File: config.mk
export PLATFORM = sky130hd
export DESIGN_NAME = flow_cond_loader_flat
export DESIGN_NICKNAME = d
export VERILOG_FILES = /design/src/rtl/flow_cond_loader_if.sv /design/src/rtl/flow_cond_loader.sv /design/src/flat_wrapper.sv
export SDC_FILE = /design/constraint.sdc
export NUM_CORES = 1
export LEC_CHECK = 0
export CAP_MARGIN = 5
export CORE_MARGIN = 2
export CORE_UTILIZATION = 40
export CTS_BUF_LIST = sky130_fd_sc_hd__clkbuf_16
export DETAILED_ROUTE_END_ITERATION = 10
export GPL_TIMING_DRIVEN = 0
export PLACE_DENSITY = 0.68
export SYNTH_ARGS = -nofsm -noshare
export SYNTH_HDL_FRONTEND = slang
export SYNTH_SLANG_ARGS = --single-unit
File: constraint.sdc
create_clock -name clk -period 5.16 [get_ports clk]
set_clock_uncertainty 0.2 [all_clocks]
set_input_delay 1.032 -clock clk [delete_from_list [all_inputs] [get_ports clk]]
set_output_delay 1.032 -clock clk [all_outputs]
set_load 0.01 [all_outputs]
File: src/rtl/flow_cond_loader_if.sv
// rtl/flow_cond_loader_if.sv - AXI4-Lite bus bundle between the condition loader and its register slave
interface flow_cond_loader_if #(
  parameter int ADDR_WIDTH = 8
);
  logic [ADDR_WIDTH-1:0] awaddr;
  logic [2:0]            awprot;
  logic                  awvalid;
  logic                  awready;
  logic [31:0]           wdata;
  logic [3:0]            wstrb;
  logic                  wvalid;
  logic                  wready;
  logic [1:0]            bresp;
  logic                  bvalid;
  logic                  bready;
  logic [ADDR_WIDTH-1:0] araddr;
  logic [2:0]            arprot;
  logic                  arvalid;
  logic                  arready;
  logic [31:0]           rdata;
  logic [1:0]            rresp;
  logic                  rvalid;
  logic                  rready;

  modport master (
    output awaddr, awprot, awvalid, wdata, wstrb, wvalid, bready,
    output araddr, arprot, arvalid, rready,
    input  awready, wready, bresp, bvalid, arready, rdata, rresp, rvalid
  );

  modport slave (
    input  awaddr, awprot, awvalid, wdata, wstrb, wvalid, bready,
    input  araddr, arprot, arvalid, rready,
    output awready, wready, bresp, bvalid, arready, rdata, rresp, rvalid
  );
endinterface

File: src/rtl/flow_cond_loader.sv
// rtl/flow_cond_loader.sv - loads one 96-bit flow condition as four AXI4-Lite words; FLOW_COND_LOADER_VERIFY_EN adds readback compare
module flow_cond_loader #(
  parameter int FLOW_NUM       = 16,
  parameter int ADDR_WIDTH     = 8,
  parameter int TIMEOUT_CYCLES = 1024
) (
  input  logic               clk,
  input  logic               rstn,
  input  logic               cmd_valid_i,
  output logic               cmd_ready_o,
  input  logic [3:0]         cmd_idx_i,
  input  logic [95:0]        cmd_cond_i,
  output logic               busy_o,
  output logic               done_o,
  output logic               err_o,
  output logic [2:0]         err_code_o,
  flow_cond_loader_if.master m_axi
);

  localparam logic [2:0] ERR_NONE    = 3'b000;
  localparam logic [2:0] ERR_IDX     = 3'b001;
  localparam logic [2:0] ERR_RESP    = 3'b010;
  localparam logic [2:0] ERR_TIMEOUT = 3'b011;
  localparam logic [2:0] ERR_DATA    = 3'b100;

  localparam int             WD_W    = $clog2(TIMEOUT_CYCLES + 1);
  localparam logic [WD_W-1:0] WD_LAST = WD_W'(TIMEOUT_CYCLES - 1);

  typedef enum logic [2:0] {
    IDLE,
    CHECK,
    WR,
    WAIT_B,
    NEXT,
    RD_A,
    RD_R,
    FINISH
  } state_t;

  state_t                state_q, state_d;
  logic [3:0]            idx_q, idx_d;
  logic [95:0]           cond_q, cond_d;
  logic [1:0]            word_q, word_d;
  logic [WD_W-1:0]       wd_q, wd_d;
  logic                  awvalid_q, awvalid_d;
  logic                  wvalid_q, wvalid_d;
  logic [ADDR_WIDTH-1:0] awaddr_q, awaddr_d;
  logic [31:0]           wdata_q, wdata_d;
  logic [2:0]            err_code_q, err_code_d;
  logic                  wd_expired;

`ifdef FLOW_COND_LOADER_VERIFY_EN
  logic                  arvalid_q, arvalid_d;
  logic [ADDR_WIDTH-1:0] araddr_q, araddr_d;
`endif

  // Byte address of word k of slot idx: each slot owns four consecutive 32-bit registers.
  function automatic logic [ADDR_WIDTH-1:0] word_addr(input logic [3:0] idx, input logic [1:0] k);
    logic [7:0] byte_addr;
    byte_addr = {idx, k, 2'b00};
    return ADDR_WIDTH'(byte_addr);
  endfunction

  // Register image of word k; ports are zero-extended into their own words.
  function automatic logic [31:0] word_data(input logic [95:0] cond, input logic [1:0] k);
    logic [31:0] d;
    case (k)
      2'd0:    d = cond[95:64];
      2'd1:    d = {16'h0000, cond[63:48]};
      2'd2:    d = cond[47:16];
      default: d = {16'h0000, cond[15:0]};
    endcase
    return d;
  endfunction

  assign wd_expired = (wd_q == WD_LAST);

  // Next-state logic: command sequencing, AXI valid management, error capture.
  always_comb begin
    state_d    = state_q;
    idx_d      = idx_q;
    cond_d     = cond_q;
    word_d     = word_q;
    awvalid_d  = awvalid_q;
    wvalid_d   = wvalid_q;
    awaddr_d   = awaddr_q;
    wdata_d    = wdata_q;
    err_code_d = err_code_q;
`ifdef FLOW_COND_LOADER_VERIFY_EN
    arvalid_d  = arvalid_q;
    araddr_d   = araddr_q;
`endif

    case (state_q)
      IDLE: begin
        if (cmd_valid_i) begin
          idx_d      = cmd_idx_i;
          cond_d     = cmd_cond_i;
          word_d     = 2'd0;
          err_code_d = ERR_NONE;
          state_d    = CHECK;
        end
      end

      CHECK: begin
        if (32'(idx_q) >= 32'(FLOW_NUM - 1)) begin
          err_code_d = ERR_IDX;
          state_d    = FINISH;
        end else begin
          awvalid_d = 1'b1;
          wvalid_d  = 1'b1;
          awaddr_d  = word_addr(idx_q, 2'd0);
          wdata_d   = word_data(cond_q, 2'd0);
          state_d   = WR;
        end
      end

      WR: begin
        // Address and data channels retire independently; move on once both have.
        if (awvalid_q && m_axi.awready) awvalid_d = 1'b0;
        if (wvalid_q && m_axi.wready)   wvalid_d  = 1'b0;
        if (!awvalid_d && !wvalid_d) begin
          state_d = WAIT_B;
        end else if (wd_expired) begin
          awvalid_d  = 1'b0;
          wvalid_d   = 1'b0;
          err_code_d = ERR_TIMEOUT;
          state_d    = FINISH;
        end
      end

      WAIT_B: begin
        if (m_axi.bvalid) begin
          if (m_axi.bresp != 2'b00) begin
            err_code_d = ERR_RESP;
            state_d    = FINISH;
          end else begin
            state_d = NEXT;
          end
        end else if (wd_expired) begin
          err_code_d = ERR_TIMEOUT;
          state_d    = FINISH;
        end
      end

      NEXT: begin
        word_d = word_q + 2'd1;
        if (word_q == 2'd3) begin
`ifdef FLOW_COND_LOADER_VERIFY_EN
          arvalid_d = 1'b1;
          araddr_d  = word_addr(idx_q, 2'd0);
          state_d   = RD_A;
`else
          state_d   = FINISH;
`endif
        end else begin
          awvalid_d = 1'b1;
          wvalid_d  = 1'b1;
          awaddr_d  = word_addr(idx_q, word_q + 2'd1);
          wdata_d   = word_data(cond_q, word_q + 2'd1);
          state_d   = WR;
        end
      end

`ifdef FLOW_COND_LOADER_VERIFY_EN
      RD_A: begin
        if (m_axi.arready) begin
          arvalid_d = 1'b0;
          state_d   = RD_R;
        end else if (wd_expired) begin
          arvalid_d  = 1'b0;
          err_code_d = ERR_TIMEOUT;
          state_d    = FINISH;
        end
      end

      RD_R: begin
        if (m_axi.rvalid) begin
          if (m_axi.rresp != 2'b00) begin
            err_code_d = ERR_RESP;
            state_d    = FINISH;
          end else if (m_axi.rdata != word_data(cond_q, word_q)) begin
            err_code_d = ERR_DATA;
            state_d    = FINISH;
          end else if (word_q == 2'd3) begin
            word_d  = 2'd0;
            state_d = FINISH;
          end else begin
            word_d    = word_q + 2'd1;
            arvalid_d = 1'b1;
            araddr_d  = word_addr(idx_q, word_q + 2'd1);
            state_d   = RD_A;
          end
        end else if (wd_expired) begin
          err_code_d = ERR_TIMEOUT;
          state_d    = FINISH;
        end
      end
`endif

      FINISH: begin
        state_d = IDLE;
      end

      default: begin
        state_d = IDLE;
      end
    endcase

    // Watchdog restarts on every state change and saturates otherwise.
    if (state_d != state_q) begin
      wd_d = '0;
    end else if (wd_expired) begin
      wd_d = wd_q;
    end else begin
      wd_d = wd_q + 1'b1;
    end
  end

  // State and datapath registers; reset abandons any command in flight.
  always_ff @(posedge clk or posedge rstn) begin
    if (rstn) begin
      state_q    <= IDLE;
      idx_q      <= '0;
      cond_q     <= '0;
      word_q     <= '0;
      wd_q       <= '0;
      awvalid_q  <= 1'b0;
      wvalid_q   <= 1'b0;
      awaddr_q   <= '0;
      wdata_q    <= '0;
      err_code_q <= ERR_NONE;
    end else begin
      state_q    <= state_d;
      idx_q      <= idx_d;
      cond_q     <= cond_d;
      word_q     <= word_d;
      wd_q       <= wd_d;
      awvalid_q  <= awvalid_d;
      wvalid_q   <= wvalid_d;
      awaddr_q   <= awaddr_d;
      wdata_q    <= wdata_d;
      err_code_q <= err_code_d;
    end
  end

`ifdef FLOW_COND_LOADER_VERIFY_EN
  // Readback address channel registers.
  always_ff @(posedge clk or posedge rstn) begin
    if (rstn) begin
      arvalid_q <= 1'b0;
      araddr_q  <= '0;
    end else begin
      arvalid_q <= arvalid_d;
      araddr_q  <= araddr_d;
    end
  end

  assign m_axi.arvalid = arvalid_q;
  assign m_axi.araddr  = araddr_q;
  assign m_axi.rready  = (state_q == RD_R);
`else
  logic unused_rd;
  assign unused_rd     = ^{m_axi.arready, m_axi.rdata, m_axi.rresp, m_axi.rvalid};
  assign m_axi.arvalid = 1'b0;
  assign m_axi.araddr  = '0;
  assign m_axi.rready  = 1'b0;
`endif

  assign m_axi.awvalid = awvalid_q;
  assign m_axi.awaddr  = awaddr_q;
  assign m_axi.awprot  = 3'b000;
  assign m_axi.wvalid  = wvalid_q;
  assign m_axi.wdata   = wdata_q;
  assign m_axi.wstrb   = 4'hF;
  assign m_axi.bready  = (state_q == WAIT_B);
  assign m_axi.arprot  = 3'b000;

  assign cmd_ready_o = (state_q == IDLE);
  assign busy_o      = (state_q != IDLE);
  assign done_o      = (state_q == FINISH) && (err_code_q == ERR_NONE);
  assign err_o       = (state_q == FINISH) && (err_code_q != ERR_NONE);
  assign err_code_o  = err_code_q;

endmodule

File: src/flat_wrapper.sv
// flat-port wrapper written by rule: the top's interface ports become plain ports
module flow_cond_loader_flat 
#(
  parameter int FLOW_NUM       = 16,
  parameter int ADDR_WIDTH     = 8,
  parameter int TIMEOUT_CYCLES = 1024
)
  (clk, rstn, cmd_valid_i, cmd_ready_o, cmd_idx_i, cmd_cond_i, busy_o, done_o, err_o, err_code_o, m_axi_awaddr, m_axi_awprot, m_axi_awvalid, m_axi_wdata, m_axi_wstrb, m_axi_wvalid, m_axi_bready, m_axi_araddr, m_axi_arprot, m_axi_arvalid, m_axi_rready, m_axi_awready, m_axi_wready, m_axi_bresp, m_axi_bvalid, m_axi_arready, m_axi_rdata, m_axi_rresp, m_axi_rvalid);
  flow_cond_loader_if #(.ADDR_WIDTH(ADDR_WIDTH)) m_axi_i ();
  input  logic clk;
  input  logic rstn;
  input  logic cmd_valid_i;
  output logic cmd_ready_o;
  input  logic [3:0] cmd_idx_i;
  input  logic [95:0] cmd_cond_i;
  output logic busy_o;
  output logic done_o;
  output logic err_o;
  output logic [2:0] err_code_o;
  output wire logic [$bits(m_axi_i.awaddr)-1:0] m_axi_awaddr;
  output wire logic [$bits(m_axi_i.awprot)-1:0] m_axi_awprot;
  output wire logic [$bits(m_axi_i.awvalid)-1:0] m_axi_awvalid;
  output wire logic [$bits(m_axi_i.wdata)-1:0] m_axi_wdata;
  output wire logic [$bits(m_axi_i.wstrb)-1:0] m_axi_wstrb;
  output wire logic [$bits(m_axi_i.wvalid)-1:0] m_axi_wvalid;
  output wire logic [$bits(m_axi_i.bready)-1:0] m_axi_bready;
  output wire logic [$bits(m_axi_i.araddr)-1:0] m_axi_araddr;
  output wire logic [$bits(m_axi_i.arprot)-1:0] m_axi_arprot;
  output wire logic [$bits(m_axi_i.arvalid)-1:0] m_axi_arvalid;
  output wire logic [$bits(m_axi_i.rready)-1:0] m_axi_rready;
  input wire logic [$bits(m_axi_i.awready)-1:0] m_axi_awready;
  input wire logic [$bits(m_axi_i.wready)-1:0] m_axi_wready;
  input wire logic [$bits(m_axi_i.bresp)-1:0] m_axi_bresp;
  input wire logic [$bits(m_axi_i.bvalid)-1:0] m_axi_bvalid;
  input wire logic [$bits(m_axi_i.arready)-1:0] m_axi_arready;
  input wire logic [$bits(m_axi_i.rdata)-1:0] m_axi_rdata;
  input wire logic [$bits(m_axi_i.rresp)-1:0] m_axi_rresp;
  input wire logic [$bits(m_axi_i.rvalid)-1:0] m_axi_rvalid;
  assign m_axi_awaddr = m_axi_i.awaddr;
  assign m_axi_awprot = m_axi_i.awprot;
  assign m_axi_awvalid = m_axi_i.awvalid;
  assign m_axi_wdata = m_axi_i.wdata;
  assign m_axi_wstrb = m_axi_i.wstrb;
  assign m_axi_wvalid = m_axi_i.wvalid;
  assign m_axi_bready = m_axi_i.bready;
  assign m_axi_araddr = m_axi_i.araddr;
  assign m_axi_arprot = m_axi_i.arprot;
  assign m_axi_arvalid = m_axi_i.arvalid;
  assign m_axi_rready = m_axi_i.rready;
  assign m_axi_i.awready = m_axi_awready;
  assign m_axi_i.wready = m_axi_wready;
  assign m_axi_i.bresp = m_axi_bresp;
  assign m_axi_i.bvalid = m_axi_bvalid;
  assign m_axi_i.arready = m_axi_arready;
  assign m_axi_i.rdata = m_axi_rdata;
  assign m_axi_i.rresp = m_axi_rresp;
  assign m_axi_i.rvalid = m_axi_rvalid;
  flow_cond_loader #(.FLOW_NUM(FLOW_NUM), .ADDR_WIDTH(ADDR_WIDTH), .TIMEOUT_CYCLES(TIMEOUT_CYCLES)) u_core (.clk(clk), .rstn(rstn), .cmd_valid_i(cmd_valid_i), .cmd_ready_o(cmd_ready_o), .cmd_idx_i(cmd_idx_i), .cmd_cond_i(cmd_cond_i), .busy_o(busy_o), .done_o(done_o), .err_o(err_o), .err_code_o(err_code_o), .m_axi(m_axi_i));
endmodule
Word-level counts from Yosys, hierarchy flattened
Index checks and enable logic that the tools add are counted.

Word-level logic and storage cells: 90. Output and inout port bits: 70. Bits of input ports: 144. Flip-flop bits (word level): 161.

Reductions and logical operators: 22. Order comparisons: 1. Muxes and demuxes: 38. Equal/unequal tests: 17. Add/subtract/negate cells: 2.

Operators with widths (number): case mux 32 bit (3 select lines) (1); two-way mux 32 bit (2); case mux 32 bit (2 select lines) (1); two-way mux 3 bit (12); two-way mux 11 bit (2); two-way mux 8 bit (2); case mux 8 bit (2 select lines) (1); case mux 3 bit (5 select lines) (1); case mux 3 bit (4 select lines) (1); adder 11 x 1 -> 11 bit, second input constant (1); equality test 11 x 10 -> 1 bit, second input constant (1); two-way mux 1 bit (10); != test 2 bit, second input constant (5); nonzero test 3 bit (3); equality test 3 x 2 -> 1 bit, second input constant (2); equality test 3 bit, second input constant (2); logical NOT 3 bit (2); case mux 1 bit (3 select lines) (2); AND reduction 3 bit (2); nonzero test 2 bit (3); logical AND 1 bit (5); AND reduction 5 bit (1); equality test 2 bit, second input constant (2); greater-or-equal comparator 4 bit, second input constant (1); 12 further kinds (15).

Logic depth before layout (Yosys ltp)
Gate-level depths: netlist (run 1).

Word-level depth: 9. Gate-level depth with buffers: 9.

Least setup slack after synthesis (run 1)
No wires, ideal clock.

Path type: input port to flip-flop. Start point: input port m_axi_wready. End point: register u_core.wd_q[5]. Data required time: 4.814 ns. Setup slack: 2.762 ns. Cell stages on the path: 5. Path buffers: 1. Arrival: 2.051 ns. Library setup time: 0.146 ns. Path through: nor2b_1 > or3_1 > o221ai_1 > clkbuf_1 > a221oi_1.

Word-level cells in the longest chain between the ends: 9. Elaborated cells on any way between the ends: 10. Classes of those cells: 2 x eq/ne; 5 x mux; 3 x reduce/logical.

RTL lines: start, declared (line flat_wrapper.sv:32) `input wire logic [$bits(m_axi_i.wready)-1:0] m_axi_wready;`; logical AND 1 bit (*) (line flow_cond_loader.sv:121) `if (wvalid_q && m_axi.wready) wvalid_d = 1'b0;`; two-way mux 1 bit (*) (line flow_cond_loader.sv:121); two-way mux 1 bit (*) (line flow_cond_loader.sv:94) `case (state_q)`; logical NOT 1 bit (*) (line flow_cond_loader.sv:122) `if (!awvalid_d && !wvalid_d) begin`; logical AND 1 bit (*) (line flow_cond_loader.sv:122); two-way mux 3 bit (*) (line flow_cond_loader.sv:122); case mux 3 bit (5 select lines) (*) (line flow_cond_loader.sv:94); != test 3 bit (*) (line flow_cond_loader.sv:211) `if (state_d != state_q) begin`; != test 2 bit (no source line) / two-way mux 11 bit (equally long branches); end signal, assigned (line flow_cond_loader.sv:238) `wd_q <= wd_d;`; end, declared (line flow_cond_loader.sv:44) `logic [WD_W-1:0] wd_q, wd_d;`.

Every way passes the cells marked *; elsewhere a longest branch is shown, timed or not. The select of a mux whose other input is x is not followed. A chain may end at the register's enable or synchronous reset.

Worst setup path in the final report (run 1)
Start point: register u_core.state_q[0]. End point: output port done_o.

Word-level cells in the longest chain between the ends: 2.

RTL lines: start, declared (line flow_cond_loader.sv:40) `state_t state_q, state_d;`; start signal, assigned (line flow_cond_loader.sv:234) `state_q <= state_d;`; equality test 3 bit (line flow_cond_loader.sv:281) `assign done_o = (state_q == FINISH) && (err_code_q == ERR_NONE);`; logical AND 1 bit (line flow_cond_loader.sv:281); end, declared (line flat_wrapper.sv:17) `output logic done_o;`.

No other way between the ends.

==> out/metrics.yaml, run 1 <==
status:
  status: "finished, final reports clean"
route:
  drc_errors: 0
  finalWirelength_um: 19800
  ant_nets: 0
  wl_per_cell_um: 15.9
  dr.pass1.iters: 5
  num_vias: 6079
  drtIter0Drc: 393
  viasPerCell: 4.88
cts:
  cts_setup_buffers: 0
  root_buffer: "clkbuf_16"
  cts_hold_buf: 0
  clockBufferDepth: 2
  cts_buffers: 17
  clk_latency_ns: 0.43
  clock_sinks: 159
  h-tree-depth: 4
  path_clk_slew_ns: 0.06
  post_cts_resized: 0
  cts_tree: "yes"
placed_design:
  dp_hpwl_um: 14600
  place_congestion: 0.811
  place.port_buffers: 155
logic_synthesis:
  ys.flop_type: "dfrtp_1"
  synth.avg_cell_area_um2: 9.00
  netlist_area_mm2: 0.00724
  synthArstFlopShare_pct: 100
  yosys_warnings: 0
  synth-edff-count: 0
  synth-seq-area-share_pct: 54.9
  ys_ff_latch: 159
  netlist_instances: 805
  yosys.cell_types.count: 53
sta:
  fmax_mhz: 295
  maxSlewHeadroom_pct: 40.5
  slew_viol_final: 0
  fin_tns_setup_ns: 0
  worst_pin_slew_ns: 0.892
  setup_viol: 0
  grt_setup_unrepaired: "no"
  finalCritPeriodShare_pct: 65.7
  fin_crit_ns: 3.39
  hold_viol_final: 0
floorplanning:
  die_area_mm2: 0.0192
  io_pins: 214
  dieWidth_um: 139
  core.rowCount: 49
  core_region_area_mm2: 0.0178
  dieHeight_um: 139
  start_util_pct: 40.6
hold_path:
  holdCritPathClass: "flip-flop to flip-flop"
global_routing:
  grt_pass1_vias: 6055
  antenna_found_initial: 0
  grt_max_degree: 37
  use_met3_pct: 3.94
  grt_pass1_wl_um: 32000
  grtUsageMet2_pct: 34.2
  grt.overflow.total: 0
  met1_usage_pct: 29.4
  grt_busiest_layer: "met2"
  grt.total_usage_pct: 21.1
layout:
  synthToLayoutAreaGrowth_pct: 35.6
  drive_above_1_share_pct: 8.06
  n_antenna_cell: 0
  final_nets: 1153
  nFillCells: 1653
  fin_util_pct: 55.1
  final_common_cell: "nand2_1"
  layout_common_cells: "nand2_1 (331), dfrtp_1 (159), clkdlybuf4s50_1 (155), a22oi_1 (47), a21oi_1 (38)"
setup_path:
  critPathLaunchType: "flip-flop"
  critical_path_class: "flip-flop to output pin"
  slowest_delay_ns: 0.54
  critPathMaxFanout: 10
  cpMaxStageDelayCell: "clkdlybuf4s50_1"
  end_kind: "output pin"
  cp_cell_sequence: "buf_6 > clkbuf_1 > nand3_1 > nor2b_1 > clkdlybuf4s50_1"
  required_ns: 3.93
  cp.arrival_ns: 2.16
job:
  drv_cap: 0
power_and_ir_drop:
  power.density_mw_per_mm2: 575
  p_leak_nw: 4.53
  peakVddDrop_mv: 0.302
## cells in the mapped netlist (all sizes together) (3+ instances only)
cell | instances | area [um^2]
a21oi | 38 | 190
o21a | 4 | 30.0
nand4 | 3 | 18.8
and4 | 3 | 26.3
clkbuf | 35 | 131
nor3 | 7 | 40.0
mux2 | 5 | 56.3
nand2 | 331 | 1240
nor2 | 33 | 124
nor3b | 3 | 32.5
nand3 | 4 | 20.0
buf | 36 | 293
a32oi | 5 | 43.8
o21ai | 23 | 119
ha | 5 | 62.6
inv | 12 | 45.0
dfrtp | 159 | 3980
o211ai | 5 | 37.5
nor2b | 4 | 25.0
xor2 | 4 | 35.0
a22oi | 47 | 353
## through the flow
stage	power, mW	cells	instance area, um^2	hold slack, ns	worst slack [ns]
6_report	5.65	1246	9820	0.274	1.77
5_1_grt	6.05	1246	9820	0.294	1.68
4_1_cts	5.69	1246	9820	0.278	1.76
3_5_place_dp	4.47	1214	9270	0.263	1.65
3_3_place_gp	4.40	1209	9160	0.257	0.513
2_1_floorplan	3.51	825	7320	0.246	1.91
## cells by family (layout without fill, tap and decap cells)
| kind of cell | after synthesis | after routing | synth area share [%] |
|---|---|---|---|
| buffers and inverters | 83 | 275 | 6.48 |
| xor gates and xnor gates | 6 | 6 | 0.829 |
| muxes | 7 | 7 | 1.05 |
| and+or+nand+nor | 402 | 402 | 22.7 |
| adders and majority gates | 5 | 5 | 0.864 |
| other | 2 | 22 | 0.104 |
| DFF | 159 | 159 | 54.9 |
| AOI/OAI and AO/OA | 141 | 141 | 13.1 |
## flip-flops by register name (all words and copies together), names as in the netlist, 2 cells and up
signal               flops
u_core.err_code_o        3
u_core.m_axi.awaddr      6
u_core.word_q            2
u_core.idx_q             4
u_core.m_axi.wdata      32
u_core.cond_q           96
u_core.wd_q             11
u_core.state_q           3
## layer usage
layer | vias to the layer above | part of all wire [%]
met5 | - | 0
met4 | 0 | 1.1
met3 | 15 | 4.4
met2 | 163 | 48
met1 | 2868 | 47
li1 | 3033 | -
## critical path, delay by kind of cell (launching register included)
| family | cells | cell delay, ns |
|---|---|---|
| DFF | 1 | 0.34 |
| and+or+nand+nor | 2 | 0.34 |
| buffers and inverters | 3 | 1.05 |
## final timing paths
check	startpoint	endpoint	slack, ns	cells past startpoint
worst max-delay path	u_core.state_q[0]	done_o	1.77	5
worst min-delay path	u_core.cond_q[71]	u_core.cond_q[71]	0.27	2
worst max register to register	u_core.word_q[0]	u_core.m_axi.wdata[31]	2.50	6
worst min register to register	u_core.cond_q[71]	u_core.cond_q[71]	0.27	2
max in group asynchronous	rstn	u_core.cond_q[90]	3.22	4
min in group asynchronous	rstn	u_core.cond_q[52]	0.80	2
## layout make-up
cell class | instances | area [um^2] | area share [%]
Multi-Input combinational cell | 583 | 2870 | 29.2
Inverter | 12 | 48.8 | 0.497
Clock buffer | 17 | 425 | 4.33
Timing Repair Buffer | 160 | 1660 | 16.9
Clock inverter | 15 | 129 | 1.31
Sequential cell | 159 | 3980 | 40.5
Buffer | 71 | 424 | 4.32
Tap cell | 229 | 287 | 2.92
## where the power goes
group | switching (mW) | internal, mW
registers | 0.330 | 1.82
logic | 1.26 | 1.04
clock network | 0.501 | 0.699
Power figures use the tool's default switching activity.
==> run 2, diff against run 1 <==
--- a/config.mk
+++ b/config.mk
@@ -11,7 +11,7 @@
 export CTS_BUF_LIST = sky130_fd_sc_hd__clkbuf_16
 export DETAILED_ROUTE_END_ITERATION = 10
 export GPL_TIMING_DRIVEN = 0
-export PLACE_DENSITY = 0.68
+export PLACE_DENSITY = 0.65
 export SYNTH_ARGS = -nofsm -noshare
 export SYNTH_HDL_FRONTEND = slang
 export SYNTH_SLANG_ARGS = --single-unit
==> constraint.sdc (replaced) <==
create_clock -name clk -period 3.3 [get_ports clk]
set_clock_uncertainty 0.2 [all_clocks]
set_input_delay 0.66 -clock clk [delete_from_list [all_inputs] [get_ports clk]]
set_output_delay 0.66 -clock clk [all_outputs]
set_load 0.01 [all_outputs]
==> run 2 against run 1 <==
Count of clock-buffer cells in the layout is the same. Critical path depth did not move. Global-route usage up 0.25 points. Cell count down 0.24%. Core utilization decreased by 0.22 points. Sequential share of layout area increased by 0.16 points. Register-to-register slack lost 1.8 ns. Wire length up 1.3%. Setup slack lost 1.5 ns. Sequential power is 57% higher. Hold slack about the same. Critical endpoint unchanged.
==> out/metrics.yaml, run 2 (synthesized netlist as in run 1, its figures left out) <==
global_routing:
  antenna_found_initial: 0
  grt_pass1_vias: 6167
  grt_max_degree: 42
  grt.overflow.total: 0
  grt.total_usage_pct: 21.3
  grt_pass1_wl_um: 32200
setup_path:
  r2r_cells: 6
  reg2reg_to: "u_core.m_axi.wdata[31]"
  cpMaxStageDelayCell: "clkdlybuf4s50_1"
  required_ns: 2.44
  critPathMaxFanout: 10
  cp_cell_sequence: "buf_6 > clkbuf_1 > nand3_1 > nor2b_1 > clkdlybuf4s50_1"
  slowest_delay_ns: 0.54
  ff2ff_setup_slack_ns: 0.68
  cp.arrival_ns: 2.15
  timing.rr.start: "u_core.word_q[0]"
  end_kind: "output pin"
  critPathLaunchType: "flip-flop"
  critical_path_class: "flip-flop to output pin"
sta:
  fin_crit_ns: 3.01
  slew_viol_final: 0
  fmax_mhz: 332
  maxSlewHeadroom_pct: 43.4
  setup_viol: 0
  hold_viol_final: 0
  grt_setup_unrepaired: "no"
  worst_pin_slew_ns: 0.848
  finalCritPeriodShare_pct: 91.3
  fin_tns_setup_ns: 0
layout:
  final_common_cell: "nand2_1"
  layout_common_cells: "nand2_1 (331), dfrtp_1 (159), clkdlybuf4s50_1 (155), a22oi_1 (47), a21oi_1 (38)"
  drive_above_1_share_pct: 7.69
  n_antenna_cell: 0
  fin_util_pct: 54.8
  largest_reg_flops: 96
  regMostFlops: "u_core.cond_q"
  final_nets: 1152
  finalNonFillerCells: 1243
  synthToLayoutAreaGrowth_pct: 35.1
hold_path:
  hp-start: "u_core.cond_q[1]"
  holdPathStages: 2
  holdCritPathClass: "flip-flop to flip-flop"
  whs_endpoint: "u_core.cond_q[1]"
power_and_ir_drop:
  p_leak_nw: 4.53
  power.density_mw_per_mm2: 898
  peakVddDrop_mv: 0.463
floorplanning:
  dieHeight_um: 139
  core.rowCount: 49
  io_pins: 214
  die_area_mm2: 0.0192
  start_util_pct: 40.6
  core_region_area_mm2: 0.0178
  dieWidth_um: 139
cts:
  clk_latency_ns: 0.42
  cts_setup_buffers: 0
  path_clk_slew_ns: 0.06
  h-tree-depth: 4
  cts_tree: "yes"
  root_buffer: "clkbuf_16"
  cts_buffers: 17
  cts_hold_buf: 0
  clock_sinks: 159
  post_cts_resized: 0
  clockBufferDepth: 2
route:
  met2WireLength_um: 9450
  maxUsedRoutingLayer: "met4"
  wl_met3_um: 994
  num_vias: 6047
  drc_errors: 0
  viasPerCell: 4.86
  dr.pass1.iters: 4
  wl_met1_um: 9250
  drtIter0Drc: 315
  wl_per_cell_um: 16.1
  ant_nets: 0
  finalWirelength_um: 20000
placed_design:
  dp_hpwl_um: 14600
  place_congestion: 0.818
  place.port_buffers: 155
  place_inst: 1213
status:
  status: "finished, final reports clean"
job:
  drv_cap: 0
[run 2: changes by cell type in the layout (fill, tap and decap cells not counted)]
cell        before  now
inv_6            1    0
inv_1           13   15
buf_12           4    3
clkinv_1         4    3
clkinv_4         0    1
clkinvlp_4       4    1
[run 2: through the flow]
stage | setup WS [ns] | total power [mW] | instance area [um^2] | hold slack [ns]
3_3_place_gp | -1.00 | 6.88 | 9160 | 0.257
4_1_cts | 0.275 | 8.85 | 9780 | 0.277
5_1_grt | 0.142 | 9.40 | 9780 | 0.298
3_5_place_dp | 0.259 | 6.99 | 9250 | 0.263
2_1_floorplan | 0.425 | 5.48 | 7320 | 0.246
6_report | 0.287 | 8.78 | 9780 | 0.274
[run 2: metal layers]
metal / GRT usage [%] / up-vias
met5: 0 / -
met4: 6.34 / 0
met3: 4.07 / 24
met2: 34.3 / 158
met1: 29.7 / 2843
li1: - / 3022
[run 2: cell type report]
cell class,instances,area (um^2)
Buffer,71,424
Clock buffer,17,425
Clock inverter,13,110
Fill cell,1652,8060
Inverter,12,48.8
Multi-Input combinational cell,583,2870
Sequential cell,159,3980
Tap cell,229,287
Timing Repair Buffer,159,1640
[run 2: worst max path at each step]
stage,startpoint,slack [ns],end,cells past startpoint
after global routing,u_core.state_q[0],0.14,err_o,5
after floorplan,rstn,0.43,u_core.cond_q[0],1
after CTS,u_core.state_q[0],0.27,done_o,5
final,u_core.state_q[0],0.29,done_o,5
after global placement,rstn,-1.0,u_core.cond_q[86],2
after detailed placement,cmd_valid_i,0.26,u_core.cond_q[1],6
[run 2: where the power goes]
part	switching (mW)	internal [mW]
Combinational	1.96	1.62
Sequential	0.522	2.85
Clock	0.748	1.08
Total	3.23	5.55
[run 2: critical path: cells and delay by family, from the launching register on]
kind | cells | cell delay (ns)
buffers and inverters | 3 | 1.05
flip-flops | 1 | 0.34
AND/OR/NAND/NOR | 2 | 0.34
==> run 3, diff against run 2 <==
--- a/config.mk
+++ b/config.mk
@@ -11,7 +11,9 @@
 export CTS_BUF_LIST = sky130_fd_sc_hd__clkbuf_16
 export DETAILED_ROUTE_END_ITERATION = 10
 export GPL_TIMING_DRIVEN = 0
-export PLACE_DENSITY = 0.65
+export PLACE_DENSITY_LB_ADDON = 0.15
+export SETUP_SLACK_MARGIN = 0.02
+export SKIP_CTS_REPAIR_TIMING = 1
 export SYNTH_ARGS = -nofsm -noshare
 export SYNTH_HDL_FRONTEND = slang
 export SYNTH_SLANG_ARGS = --single-unit
==> run 3 against run 2 <==
Cell count rose by 0.16%. Sequential cell count unchanged. Die area is the same. Count of clock-buffer cells in the layout did not move. Global-route usage is 0.22 points lower. Sequential share of layout area is essentially flat. Hold slack hardly changed. Maximum frequency is 1.5% higher. Sequential power is essentially flat. Via count up 0.91%. Core utilization about the same. Critical path type unchanged. Largest power group unchanged.
==> out/metrics.yaml, run 3 (synthesized netlist as in run 1, its figures left out) <==
status:
  status: "finished, final reports clean"
floorplanning:
  io_pins: 214
  core_region_area_mm2: 0.0178
  dieWidth_um: 139
  start_util_pct: 40.6
  die_area_mm2: 0.0192
  dieHeight_um: 139
  core.rowCount: 49
sta:
  fmax_mhz: 337
  maxSlewHeadroom_pct: 35.1
  postLayoutSetupSlackWorst_ns: 0.333
  hold_viol_final: 0
  grt_setup_unrepaired: "no"
  setup_viol: 0
  slew_viol_final: 0
  finalCritPeriodShare_pct: 89.9
  whs_ns: 0.274
  worst_pin_slew_ns: 0.973
  fin_crit_ns: 2.97
  fin_tns_setup_ns: 0
setup_path:
  cp_cell_sequence: "buf_6 > clkbuf_1 > nand3_1 > nor2b_1 > clkdlybuf4s50_1"
  critical_path_class: "flip-flop to output pin"
  worst-path-buf-inv: 3
  end_kind: "output pin"
  critPathTopFamily: "buffers and inverters"
  cpMaxStageDelayCell: "clkdlybuf4s50_1"
  cp.arrival_ns: 2.11
  required_ns: 2.44
  critPathLaunchType: "flip-flop"
  critPathMaxFanout: 10
  slowest_delay_ns: 0.54
layout:
  synthToLayoutAreaGrowth_pct: 34.9
  fin_util_pct: 54.8
  final_nets: 1152
  final_cell_area_mm2: 0.00977
  layout_common_cells: "nand2_1 (331), dfrtp_1 (159), clkdlybuf4s50_1 (155), a22oi_1 (47), a21oi_1 (38)"
  finalNonFillerCells: 1245
  largest_reg_flops: 96
  final_common_cell: "nand2_1"
  regMostFlops: "u_core.cond_q"
  nFillCells: 1663
  n_antenna_cell: 0
  drive_above_1_share_pct: 7.87
cts:
  cts_tree: "yes"
  path_clk_slew_ns: 0.06
  clock_sinks: 159
  h-tree-depth: 4
  cts_buffers: 17
  clk_latency_ns: 0.43
  root_buffer: "clkbuf_16"
  clockBufferDepth: 2
global_routing:
  grt_pass1_vias: 6091
  grt.total_usage_pct: 21.1
  grt.overflow.total: 0
  grt_max_degree: 41
  grt_pass1_wl_um: 31900
  antenna_found_initial: 0
power_and_ir_drop:
  peakVddDrop_mv: 0.507
  power_mw: 8.76
  pwr-share-comb_pct: 40.7
  p_seq_share_pct: 38.6
  p_int_mw: 5.49
  clkPwrFrac_pct: 20.7
  power.density_mw_per_mm2: 896
  p_switching_mw: 3.27
  p_leak_nw: 4.52
  swShare_pct: 37.4
route:
  num_vias: 6102
  wl_per_cell_um: 15.9
  ant_nets: 0
  dr.pass1.iters: 5
  finalWirelength_um: 19800
  viasPerCell: 4.90
  drc_errors: 0
  drtIter0Drc: 512
placed_design:
  place_congestion: 0.811
  place.port_buffers: 155
  dp_hpwl_um: 14500
  placed_area_mm2: 0.00924
  dp_slack_ns: 0.147
  place_inst: 1213
hold_path:
  holdCritPathClass: "flip-flop to flip-flop"
job:
  drv_cap: 0
run 3: final timing paths:
kind                                        start                    end  slack, ns  cells past startpoint
worst max-delay path            u_core.state_q[0]                 done_o       0.33                      5
worst min-delay path            u_core.cond_q[27]      u_core.cond_q[27]       0.27                      2
worst max register to register   u_core.word_q[0]  u_core.m_axi.wdata[1]       0.63                      6
worst min register to register  u_core.cond_q[27]      u_core.cond_q[27]       0.27                      2
max in group asynchronous                    rstn   u_core.err_code_o[1]       1.47                      4
min in group asynchronous                    rstn       u_core.cond_q[4]       0.51                      2
run 3: worst register-to-register path, stage by stage, from the launching register on:
cell       delay [ns]
dfrtp_1          0.44
ha_1             0.32
nor4bb_1         0.20
a2111oi_4        0.89
buf_6            0.27
buf_6            0.16
a21oi_1          0.08
run 3: routing by layer:
layer / GRT usage [%] / routed length, um / up-vias
li1: - / - / 3025
met1: 29.1 / 9030 / 2885
met2: 33.7 / 9400 / 173
met3: 5.15 / 1080 / 19
met4: 5.69 / 253 / 0
met5: 0 / 0 / -
run 3: power by group through the flow:
stage	registers, mW	logic, mW	clock network, mW
after CTS	3.39	3.59	1.84
after floorplan	3.39	2.09	0
final	3.38	3.56	1.81
after global routing	3.49	3.97	1.94
after detailed placement	3.41	3.56	0
after global placement	3.38	3.49	0
run 3: area by class of cell:
class,instances,area [um^2],area share [%]
multi-input cells,583,2870,29.4
flip-flops and latches,159,3980,40.7
inverters,12,48.8,0.499
repair buffers,159,1630,16.7
clock buffers,17,425,4.35
clock inverters,15,109,1.11
well taps,229,287,2.93
plain buffers,71,424,4.34
